**src/rtl/quad_gen_pkg.sv**
```systemverilog
// quad_gen_pkg: shared definitions for the quadrature encoder signal generator.
//   - FSM state encoding (idle / run)
//   - Gray-coded A/B phase constants and the one-step phase advance function
//   - Bounce-emulation LFSR seed, tap mask and step function
//   - Minimum latched period for which bounce emulation is applied
// Phases are packed as {a, b}.
package quad_gen_pkg;

  // FSM states
  localparam logic [0:0] StIdle = 1'b0;
  localparam logic [0:0] StRun  = 1'b1;

  // Quadrature phases, {a, b}
  localparam logic [1:0] PhaseA0B0 = 2'b00;
  localparam logic [1:0] PhaseA1B0 = 2'b10;
  localparam logic [1:0] PhaseA1B1 = 2'b11;
  localparam logic [1:0] PhaseA0B1 = 2'b01;

  // Bounce LFSR: x^8 + x^6 + x^5 + x^4 + 1, Fibonacci form shifting left.
  // Taps on bits 7, 5, 4, 3 feed the new bit 0.
  localparam logic [7:0] LfsrSeed = 8'h01;
  localparam logic [7:0] LfsrTaps = 8'hB8;

  // Shorter periods leave no room for the three-cycle new/old/new pattern.
  localparam int unsigned BounceMinPeriod = 4;

  // One Gray step. dir=1 walks 00->10->11->01->00, dir=0 walks the reverse.
  function automatic logic [1:0] phase_step(input logic [1:0] phase, input logic dir);
    logic [1:0] fwd;
    logic [1:0] rev;
    fwd = PhaseA0B0;
    rev = PhaseA0B0;
    case (phase)
      PhaseA0B0: begin
        fwd = PhaseA1B0;
        rev = PhaseA0B1;
      end
      PhaseA1B0: begin
        fwd = PhaseA1B1;
        rev = PhaseA0B0;
      end
      PhaseA1B1: begin
        fwd = PhaseA0B1;
        rev = PhaseA1B0;
      end
      PhaseA0B1: begin
        fwd = PhaseA0B0;
        rev = PhaseA1B1;
      end
      default: begin
        fwd = PhaseA0B0;
        rev = PhaseA0B0;
      end
    endcase
    return dir ? fwd : rev;
  endfunction

  // Advance the bounce LFSR by one position.
  function automatic logic [7:0] lfsr_step(input logic [7:0] lfsr);
    return {lfsr[6:0], ^(lfsr & LfsrTaps)};
  endfunction

endpackage

```
**src/rtl/quad_bounce.sv**
```systemverilog
// quad_bounce: contact-bounce overlay for the quadrature outputs.
// Only instantiated when QUAD_BOUNCE_EN is defined.
//
// An 8-bit LFSR advances once per emitted transition. When bit 0 of the
// advanced value is set and the command period is long enough, the phase
// output that changed shows new, old, new on the three cycles starting at
// the transition, then settles on the new value.
//
// Ports:
//   clk          in   system clock
//   reset        in   synchronous active-high reset
//   step         in   a transition is being emitted on this edge
//   long_period  in   latched period allows bounce emulation
//   phase_cur    in   current registered phase {a, b}
//   phase_next   in   phase after this edge {a, b}
//   enc_a        out  registered phase A with bounce overlay
//   enc_b        out  registered phase B with bounce overlay
module quad_bounce
  import quad_gen_pkg::*;
(
  input  logic       clk,
  input  logic       reset,
  input  logic       step,
  input  logic       long_period,
  input  logic [1:0] phase_cur,
  input  logic [1:0] phase_next,
  output logic       enc_a,
  output logic       enc_b
);

  logic [7:0] lfsr_q;
  logic [7:0] lfsr_adv;
  logic       glitch_q;
  logic [1:0] mask_q;
  logic [1:0] enc_q;

  assign lfsr_adv = lfsr_step(lfsr_q);

  always_ff @(posedge clk) begin
    if (reset) begin
      lfsr_q   <= LfsrSeed;
      glitch_q <= 1'b0;
      mask_q   <= 2'b00;
      enc_q    <= PhaseA0B0;
    end else begin
      // glitch_q is set for exactly one cycle after a bouncing transition,
      // flipping the changed bit back to its old value for one cycle.
      enc_q    <= phase_next ^ (glitch_q ? mask_q : 2'b00);
      glitch_q <= 1'b0;
      if (step) begin
        lfsr_q   <= lfsr_adv;
        glitch_q <= lfsr_adv[0] & long_period;
        mask_q   <= phase_next ^ phase_cur;
      end
    end
  end

  assign enc_a = enc_q[1];
  assign enc_b = enc_q[0];

endmodule

```
**src/rtl/quad_gen.sv**
```systemverilog
// quad_gen: quadrature encoder signal generator.
//
// Accepts a command (direction, step count, step period) and drives a
// Gray-coded A/B pair emulating a rotary encoder turned by that many edges.
// The phase persists across commands; only reset returns it to 00.
//
// After the final transition the block stays busy for one more cycle (done
// is high in that cycle), so a new command can be taken the cycle after done.
// A zero-step command never leaves idle and pulses done one cycle later.
//
// Configuration macro: QUAD_BOUNCE_EN enables contact-bounce emulation via
// quad_bounce; without it the outputs come straight from the phase register.
//
// Ports:
//   clk         in   system clock, rising edge
//   reset       in   synchronous active-high reset
//   cmd_valid   in   command present
//   cmd_ready   out  idle, command can be accepted
//   cmd_dir     in   1: A leads B, 0: B leads A
//   cmd_steps   in   number of transitions to emit
//   cmd_period  in   cycles between transitions (0 treated as 1)
//   abort       in   cancel the running command
//   enc_a       out  quadrature phase A
//   enc_b       out  quadrature phase B
//   busy        out  command in progress (~cmd_ready)
//   done        out  one-cycle pulse with the last transition
module quad_gen
  import quad_gen_pkg::*;
#(
  parameter int unsigned STEP_W   = 8,
  parameter int unsigned PERIOD_W = 16
) (
  input  logic                clk,
  input  logic                reset,
  input  logic                cmd_valid,
  output logic                cmd_ready,
  input  logic                cmd_dir,
  input  logic [STEP_W-1:0]   cmd_steps,
  input  logic [PERIOD_W-1:0] cmd_period,
  input  logic                abort,
  output logic                enc_a,
  output logic                enc_b,
  output logic                busy,
  output logic                done
);

  logic [0:0]          state_q, state_d;
  logic                dir_q, dir_d;
  logic [STEP_W-1:0]   steps_q, steps_d;
  logic [PERIOD_W-1:0] period_q, period_d;
  logic [PERIOD_W-1:0] cnt_q, cnt_d;
  logic [1:0]          phase_q, phase_d;
  logic                done_q, done_d;
  logic                zero_pend_q, zero_pend_d;

  logic [PERIOD_W-1:0] period_eff;
  logic                fire;

  assign period_eff = (cmd_period == '0) ? PERIOD_W'(1) : cmd_period;

  // A transition is due when the counter hits 1 with steps remaining;
  // abort on the same cycle suppresses it.
  assign fire = (state_q == StRun) && (steps_q != '0) && (cnt_q == PERIOD_W'(1)) && !abort;

  always_comb begin
    state_d     = state_q;
    dir_d       = dir_q;
    steps_d     = steps_q;
    period_d    = period_q;
    cnt_d       = cnt_q;
    phase_d     = phase_q;
    done_d      = zero_pend_q;
    zero_pend_d = 1'b0;

    case (state_q)
      StIdle: begin
        if (cmd_valid) begin
          dir_d    = cmd_dir;
          steps_d  = cmd_steps;
          period_d = period_eff;
          if (cmd_steps == '0) begin
            zero_pend_d = 1'b1;
          end else begin
            cnt_d   = period_eff;
            state_d = StRun;
          end
        end
      end
      StRun: begin
        if (abort) begin
          state_d = StIdle;
        end else if (steps_q == '0) begin
          // Trailing cycle after the final transition.
          state_d = StIdle;
        end else if (fire) begin
          phase_d = phase_step(phase_q, dir_q);
          steps_d = steps_q - STEP_W'(1);
          cnt_d   = period_q;
          if (steps_q == STEP_W'(1)) begin
            done_d = 1'b1;
          end
        end else begin
          cnt_d = cnt_q - PERIOD_W'(1);
        end
      end
      default: begin
        state_d = StIdle;
      end
    endcase
  end

  always_ff @(posedge clk) begin
    if (reset) begin
      state_q     <= StIdle;
      dir_q       <= 1'b0;
      steps_q     <= '0;
      period_q    <= '0;
      cnt_q       <= '0;
      phase_q     <= PhaseA0B0;
      done_q      <= 1'b0;
      zero_pend_q <= 1'b0;
    end else begin
      state_q     <= state_d;
      dir_q       <= dir_d;
      steps_q     <= steps_d;
      period_q    <= period_d;
      cnt_q       <= cnt_d;
      phase_q     <= phase_d;
      done_q      <= done_d;
      zero_pend_q <= zero_pend_d;
    end
  end

  assign cmd_ready = (state_q == StIdle);
  assign busy      = ~cmd_ready;
  assign done      = done_q;

`ifdef QUAD_BOUNCE_EN
  logic long_period;

  assign long_period = (period_q >= PERIOD_W'(BounceMinPeriod));

  quad_bounce u_bounce (
    .clk         (clk),
    .reset       (reset),
    .step        (fire),
    .long_period (long_period),
    .phase_cur   (phase_q),
    .phase_next  (phase_d),
    .enc_a       (enc_a),
    .enc_b       (enc_b)
  );
`else
  assign enc_a = phase_q[1];
  assign enc_b = phase_q[0];
`endif

endmodule

```
**config.mk**
```make
export PLATFORM = sky130hd
export DESIGN_NAME = quad_gen
export DESIGN_NICKNAME = d
export VERILOG_FILES = /design/src/rtl/quad_gen_pkg.sv /design/src/rtl/quad_bounce.sv /design/src/rtl/quad_gen.sv
export SDC_FILE = /design/constraint.sdc
export NUM_CORES = 1
export LEC_CHECK = 0
export CAP_MARGIN = 10
export CORE_MARGIN = 2
export CORE_UTILIZATION = 50
export CTS_CLUSTER_SIZE = 10
export DETAILED_ROUTE_END_ITERATION = 8
export PLACE_DENSITY = 0.76
export SLEW_MARGIN = 20
export SYNTH_ARGS = -nofsm -noshare
export SYNTH_HDL_FRONTEND = slang
export SYNTH_SLANG_ARGS = --single-unit
```
**constraint.sdc**
```tcl
create_clock -name clk -period 1.9 [get_ports clk]
set_input_delay 0.19 -clock clk [delete_from_list [all_inputs] [get_ports clk]]
set_output_delay 0.19 -clock clk [all_outputs]
set_load 0.01 [all_outputs]
```
== After elaboration in Yosys (flattened, before gate mapping) ==
Index checks and enable logic that the tools add are counted.
Widths: inputs -> output; s select.

* Logic and storage cells: 64
* Register bits after elaboration: 46

* Equal/unequal tests: 10
* Bitwise gates (word level): 4
* $add $sub $neg: 2
* Mux-type cells: 26
* Reductions and logical operators: 14

{| class="wikitable"
|+ Operators by type and width
! operator !! number
|-
| $mux 16 || 6
|-
| $mux 8 || 4
|-
| $pmux 16 s2 || 1
|-
| $eq 16x1->1 const B || 1
|-
| $logic_not 16->1 || 1
|-
| $logic_not 8->1 || 2
|-
| $pmux 2 s4 || 2
|-
| $pmux 8 s2 || 1
|-
| $sub 16x1->16 const B || 1
|-
| $reduce_and 4->1 || 3
|-
| $mux 1 || 10
|-
| $eq 8x1->1 const B || 1
|-
| $ne 2x2->1 const B || 4
|-
| $reduce_bool 8->1 || 1
|-
| $sub 8x1->8 const B || 1
|-
| $eq 2x2->1 const B || 2
|-
| $not 1->1 || 4
|-
| $logic_and 1x1->1 || 3
|-
| $reduce_or 3->1 || 1
|-
| $eq 2x1->1 const B || 1
|-
| $logic_not 2->1 || 1
|-
| $mux 2 || 1
|-
| $ne 2x1->1 const B || 1
|-
| $pmux 1 s2 || 1
|-
| other kinds (2) || 2
|}

== Longest topological paths before layout ==
Gate-level depths: netlist (run 1).

* Word-level depth: 8
* Gate-level depth with buffers: 9

== Worst setup path after synthesis (run 1) ==
Ideal clock, no wire load.

* Path type: register -> register
* From: register cnt_q[0]
* To: register cnt_q[0]
* Stages on the path, launching flop included: 8
* Arrival: 1688 ps
* Path buffers: 1
* Library setup time: 117 ps
* Required time: 1783 ps
* Path slack: 94 ps
* Clock period less this slack: 1806 ps
* Cells stage by stage: dfxtp_1 -> ha_1 -> nor4b_4 -> and4_1 -> buf_4 -> a21oi_1 -> a211o_1 -> a32o_1

* Word-level cells in the longest chain between the ends: 7
* Elaborated cells on any way between the ends: 8
* Classes of those cells: 1 x add/sub; 1 x eq/ne; 4 x mux; 2 x reduce/logical

{| class="wikitable"
|+ RTL lines
! element !! line !! text
|-
| start: declaration || quad_gen.sv:51 || <nowiki>logic [PERIOD_W-1:0] cnt_q, cnt_d;</nowiki>
|-
| start signal: assignment || quad_gen.sv:127 || <nowiki>cnt_q <= cnt_d;</nowiki>
|-
| parallel branches: the longest is 3 deep, another holds $sub 16x1->16 || n/a ||
|-
| $mux 16 * || quad_gen.sv:95 || <nowiki>end else if (fire) begin</nowiki>
|-
| $mux 16 * || quad_gen.sv:92 || <nowiki>end else if (steps_q == '0) begin</nowiki>
|-
| $mux 16 * || quad_gen.sv:90 || <nowiki>if (abort) begin</nowiki>
|-
| $pmux 16 s2 * || quad_gen.sv:75 || <nowiki>case (state_q)</nowiki>
|}

Every way passes the cells marked *. The select of a mux whose other input is x is not followed.
A chain may end at the register's enable or synchronous reset.

== Final worst setup path (run 1) ==
* From: register cnt_q[0]
* To: register cnt_q[13]

The elaborated chain is that of the path after synthesis.

==> run metrics, run 1 <==
status=finished, violations left; failing checks=negative setup slack; Pre-Repair DR Iteration Count=5; hold path start=cmd_dir; crit path time final=1.94 ns; Clock Tree Root=clkbuf_8; fmax=515 MHz; RSZ-0062 raised after global routing=true; # DRC=0; startpoint types=register; async set-reset flop share out of synthesis=0%; IO Count=34; Final Hold Vio Count=0; die height=between 70 and 80 um; Core Rows=27; CP required=around 2.1 ns; # nets final=between 400 and 500; multi-input logic area=1810 um^2; final core utilization=about two thirds; Bufs on Longest Clock Path=2; ANT cells=0; Num CTS Buffers=5; RR Startpoint=cnt_q[0]; vias per cell=6.14; Final Skew=between 0.008 and 0.009 ns; Final Worst Setup Slack=-0.0415 ns; DR vias=around 2,900; Setup Crit Path Kind=register to register; Critical Path Fanout Max=8; Die Wd=78.5 um; Setup crit start=cnt_q[0]; fillers=between 400 and 500; Die Area=a little over 6000 um^2; PD cells=around 740 nW/um^2; P&R area growth vs syn=32.3%; WL/cell=17.2 um; FF/Latch Area=approximately 930 um^2; Leak=1.32 nW; grt ovf=0; Placer Congestion=about 0.96; max cap viols=0; setup TNS=-0.124 ns; detailed placement HPWL=slightly below 6000 um; share of layout cells above drive strength 1=between 20% and 30%; WP data arrival=~2.2 ns; period utilization=102%; largest net degree at the start of global routing=30; Core Footprint=about 5400 um^2; Skew-Pair Late Insertion Delay=0.31 ns; CTS tree=done; main flop type after synthesis=dfxtp_1; Worst Setup End Kind=register; library cells used by synthesis=66; Post-Syn Area per Cell=8.11 um^2; EDFF count, synth=0; number of global-route vias before repair=between 2,000 and 3,000; H-tree levels=2; Post-Syn Nets=between 300 and 400; Synth Warn #=0; placed cell count=460; endpoints failing setup=7; DRT Wirelength=8200 um; Yosys reg bits=46; Clk pin slew, worst setup/hold paths=approximately 0.08 ns; global-route wire length before repair=13,000 um; Tot GR Track Use=26.7%; 1st-iter DRT viols=around 250; TritonCTS Sinks=46; Non-Filler Instances=477; Slew HR=between 60 and 70%; Worst Hold Class=primary input to register; sequential fraction of the synthesis area=33.2%; Final Power=around 2.7 mW; post-synthesis cell count=342; Slew Limit Fails=0; hold_buf cts=0; Least-Margin Pin Slew=around 0.46 ns; pre-CTS WS=-0.102 ns; Initial Utilization=approximately half; VDD IR-drop max=approximately 0.00052 V; antenna violations before repair=0; Mapped Area=approximately 2800 um^2; Port Buffers=33; Final ANT Viol Nets=0
==> cells in the mapped netlist (all sizes together), types with 3 or more instances <==
master	n	area share, %
o211ai	5	1.4
nor3	11	2.8
buf	11	2.2
o21ai	27	5.4
a211oi	10	2.7
and3	4	1.1
nand2	50	6.9
a311oi	3	1.2
dfxtp	46	33
a211o	4	1.3
clkbuf	12	1.6
xnor2	6	1.9
a31oi	5	1.7
o32ai	3	0.95
nor4	11	4.2
a21oi	50	9.3
ha	5	2.3
nor2b	5	1.1
or3	3	0.68
nor2	21	3.1
nor4b	4	2.3
inv	8	1.1
or4	3	0.95
nand3	5	0.90
==> final timing paths <==
kind                       end  slack [ns]  depth (start not counted)
setup / recovery     cnt_q[13]       -0.04                          6
hold / removal           dir_q        0.44                          3
setup reg to reg     cnt_q[13]       -0.04                          6
hold reg to reg   period_q[10]        0.46                          2
==> through the flow <==
step                hold slack (ns)  cell area, um^2
floorplan                     0.326             2770
global placement              0.437             3380
detailed placement            0.447             3380
CTS                           0.453             3500
global route                  0.484             3670
finish                        0.442             3670
==> metal layers <==
layer  vias to the layer above  global-route usage [%]  share of wire (%)
met5                         -                       0                  0
met4                         0                    8.42                2.3
met3                        26                    7.70                8.9
met2                       134                    41.2                 44
met1                      1384                    36.1                 45
li1                       1386                       -                  -
==> sequential cells by signal (all words and copies together), names as in the netlist <==
register     count
phase_q          2
period_q        16
busy             1
done             1
steps_q          8
cnt_q           16
dir_q            1
zero_pend_q      1
==> cell type report <==
cell class | instances | area share (%)
clock buffers | 7 | 2.35
clock inverters | 1 | 0.136
inverters | 8 | 0.921
multi-input cells | 265 | 49.3
flip-flops and latches | 46 | 25.3
well taps | 72 | 2.45
repair buffers | 78 | 19.5
==> layout by cell type (no fill, tap or decap), types with 3 or more instances in the layout <==
| master | n |
|---|---|
| dfxtp_1 | 40 |
| o21ai_0 | 5 |
| o211ai_1 | 5 |
| dfxtp_2 | 6 |
| nor2_1 | 20 |
| nor4_4 | 5 |
| inv_1 | 6 |
| clkbuf_8 | 6 |
| xnor2_1 | 6 |
| nand2_1 | 49 |
| ha_1 | 5 |
| nand3_1 | 5 |
| and3_1 | 3 |
| buf_4 | 39 |
| buf_12 | 3 |
| o21ai_1 | 20 |
| a211o_1 | 4 |
| nor3_1 | 8 |
| a21oi_1 | 48 |
| buf_6 | 3 |
| nor2b_1 | 5 |
| o32ai_1 | 3 |
| nor4_1 | 5 |
| a31oi_1 | 4 |
| clkdlybuf4s50_1 | 33 |
| a211oi_1 | 8 |
==> worst max-delay path, stage by stage, from the launching register on <==
cell and delay (ns):
dfxtp_2 0.42, ha_1 0.17, nor4b_4 0.30, nand4_4 0.29
nor2_4 0.30, a211oi_1 0.11, o32ai_1 0.26
==> report_power, final <==
part	internal [mW]	leakage [nW]	switching (mW)	total, mW
Combinational	0.460	0.887	0.493	0.953
Clock	0.294	0.0482	0.335	0.629
Sequential	1.04	0.381	0.109	1.15
==> cell families (layout without fill, tap and decap cells) <==
| kind of cell | count (synthesis) | after routing | synth area share (%) |
|---|---|---|---|
| AOI/OAI and AO/OA | 123 | 123 | 29.2 |
| xor gates and xnor gates | 8 | 8 | 2.53 |
| adders and majority gates | 5 | 5 | 2.26 |
| buffers and inverters | 31 | 94 | 4.92 |
| DFF | 46 | 46 | 33.2 |
| muxes | 2 | 2 | 0.812 |
| and+or+nand+nor | 127 | 127 | 27.1 |
==> timing repair <==
item,CTS,global route
pin swaps,1,14
resized for setup,4,24
gates cloned,0,0
hold endpoints to repair,0,0
buffers inserted,2,7
setup endpoints to repair,6,24
Power figures use the tool's default switching activity.
==> run 2, diff against run 1 <==
==> constraint.sdc (replaced) <==
create_clock -name clk -period 1.6 [get_ports clk]
set_input_delay 0.16 -clock clk [delete_from_list [all_inputs] [get_ports clk]]
set_output_delay 0.16 -clock clk [all_outputs]
set_load 0.01 [all_outputs]
==> run 2 against run 1 <==
  * The flow still finishes with violations (negative setup slack)
  * Critical path depth grew 1
  * Utilization is 13 points higher
  * Sequential power up 17%
  * Worst hold slack got worse by 0.050 ns
  * Non-clock buffer count is 65 higher
  * Setup slack got worse by 0.36 ns
  * Largest power group is now combinational cells
  * Fmax down 3.1%
  * Combinational power grew 67%
  * Total power increased by 36%
  * Clock skew decreased by 0.00062 ns
==> run metrics, run 2 (same netlist as run 1, synthesis figures left out) <==
FF/Latch Area=approximately 930 um^2; DR vias=between 3,000 and 4,000; ANT cells=0; hold_buf cts=0; DRT Wirelength=10,700 um; # nets final=about 500; r2r worst-path depth=7; pre-CTS WS=-0.353 ns; CTS tree=done; fmax=between 400 and 500 MHz; multi-input logic area=between 2000 and 2500 um^2; reg2reg setup slack=-0.40 ns; design area=between 4000 and 5000 um^2; Clock Tree Root=clkbuf_8; P&R area growth vs syn=57.9%; Die Wd=roughly 80 um; Die Area=6160 um^2; Num CTS Buffers=5; die height=between 70 and 80 um; Slew HR=58.4%; failing checks=negative setup slack; Skew-Pair Late Insertion Delay=0.31 ns; Clk pin slew, worst setup/hold paths=~0.090 ns; VDD IR-drop max=0.000509 V; Worst Setup End Kind=register; Final ANT Viol Nets=0; max cap viols=0; Slew Limit Fails=0; Final Hold Vio Count=0; Critical Path Fanout Max=8; slowest CP cell=dfxtp_2; H-tree levels=2; hold path depth=3; WP data arrival=approximately 2.2 ns; status=finished, violations left; TritonCTS Sinks=46; fillers=332; global-route wire length before repair=between 15,000 and 20,000 um; largest net degree at the start of global routing=24; startpoint types=register; detailed placement HPWL=between 6000 and 7000 um; Setup Crit Path Kind=register to register; Final Worst Setup Slack=-0.404 ns; WL/cell=between 15 and 20 um; number of global-route vias before repair=roughly 3,100; most frequent CP cell=buf_4; RSZ-0062 raised after global routing=true; antenna violations before repair=0; grt ovf=0; crit path time final=2.00 ns; Leak=~1.7 nW; Tot GR Track Use=31.9%; Final Skew=0.00808 ns; endpoints failing setup=28; placed cell count=522; IO Count=34; Pre-Repair DR Iteration Count=5; Port Buffers=33; vias per cell=around 6.4; Core Footprint=between 5000 and 6000 um^2; largest registers=cnt_q (16), period_q (16), steps_q (8); Initial Utilization=between 50% and 60%; # DRC=0; Final Power=approximately 3.7 mW; Crit path largest cell delay=approximately 0.36 ns; ordered list of cells on the worst path=nor4_4, buf_4, nand4_4, nor2_4, buf_4, o21ai_2, a211oi_2; Core Rows=27; 1st-iter DRT viols=about 470; Non-Filler Instances=around 540; Bufs on Longest Clock Path=2; CP required=~1.8 ns; period utilization=125%; Least-Margin Pin Slew=just over 0.6 ns; Placer Congestion=0.930; most frequent cells in the layout=buf_4, nand2_1, dfxtp_1; Worst Hold Class=primary input to register; commonest non-fill, non-tap cell in the layout=buf_4; share of layout cells above drive strength 1=about two fifths; PD cells=846 nW/um^2; dpl cell area=3910 um^2
[run 2: cell types whose count changed in the layout (fill, tap and decap cells not counted), moves of 5 or more]
cell | previous run | this run
a21oi_1 | 48 | 39
a21oi_2 | 2 | 11
buf_4 | 39 | 98
nand2_1 | 49 | 44
o21ai_1 | 20 | 15
o21ai_2 | 1 | 6
[run 2: power breakdown]
part	switching (mW)	internal [mW]
combinational	0.796	0.792
clock	0.426	0.348
sequential	0.105	1.24
total	1.33	2.38
[run 2: path summary, 6_finish.rpt]
kind / end / startpoint
max: cnt_q[10] / cnt_q[10]
min: dir_q / cmd_dir
max reg2reg: cnt_q[10] / cnt_q[10]
min reg2reg: period_q[15] / period_q[15]
[run 2: layer usage]
metal / GRT usage [%] / vias to the layer above / part of all wire, %
li1: - / 1522 / -
met1: 42.5 / 1615 / 38
met2: 51.4 / 261 / 45
met3: 7.70 / 64 / 12
met4: 9.12 / 0 / 5.0
met5: 0 / - / 0
[run 2: area by class of cell]
| class | instances | area share, % |
|---|---|---|
| clock buffers | 6 | 1.89 |
| multi-input cells | 266 | 45.7 |
| clock inverters | 2 | 0.286 |
| inverters | 8 | 0.686 |
| flip-flops and latches | 46 | 21.3 |
| well taps | 72 | 2.06 |
| repair buffers | 143 | 28.1 |
[run 2: per-stage QoR]
| stage | hold WS [ns] | utilization, % | setup TNS, ns |
|---|---|---|---|
| 3_5_place_dp | 0.440 | 71.8 | -6.96 |
| 5_1_grt | 0.429 | 80.5 | -10.65 |
| 6_report | 0.392 | 80.5 | -8.37 |
| 2_1_floorplan | 0.296 | - | -0.957 |
| 4_1_cts | 0.404 | 76.6 | -5.09 |
| 3_3_place_gp | 0.430 | 71.8 | -5.15 |
[run 2: timing repair]
action                                 CTS  global route
resized for setup                       28            35
setup endpoints to repair               29            29
cloned                                   1             0
pin swaps                               23            15
endpoints found under the hold margin    0             0
setup buffers                            6             7
[run 2: critical path: cells and delay by family (launching register included)]
| family | cells | cell delay (ns) |
|---|---|---|
| simple gates | 3 | 0.91 |
| flops | 1 | 0.36 |
| buf+inv | 2 | 0.36 |
| compound gates | 2 | 0.27 |
==> run 3, diff against run 2 <==
--- a/config.mk
+++ b/config.mk
@@ -8,6 +8,7 @@
 export CAP_MARGIN = 10
 export CORE_MARGIN = 2
 export CORE_UTILIZATION = 50
+export CTS_CLUSTER_DIAMETER = 120
 export CTS_CLUSTER_SIZE = 10
 export DETAILED_ROUTE_END_ITERATION = 8
 export PLACE_DENSITY = 0.76
==> results of run 3 <==
The final DEF is identical to that of run 2; final timing and power are the same.
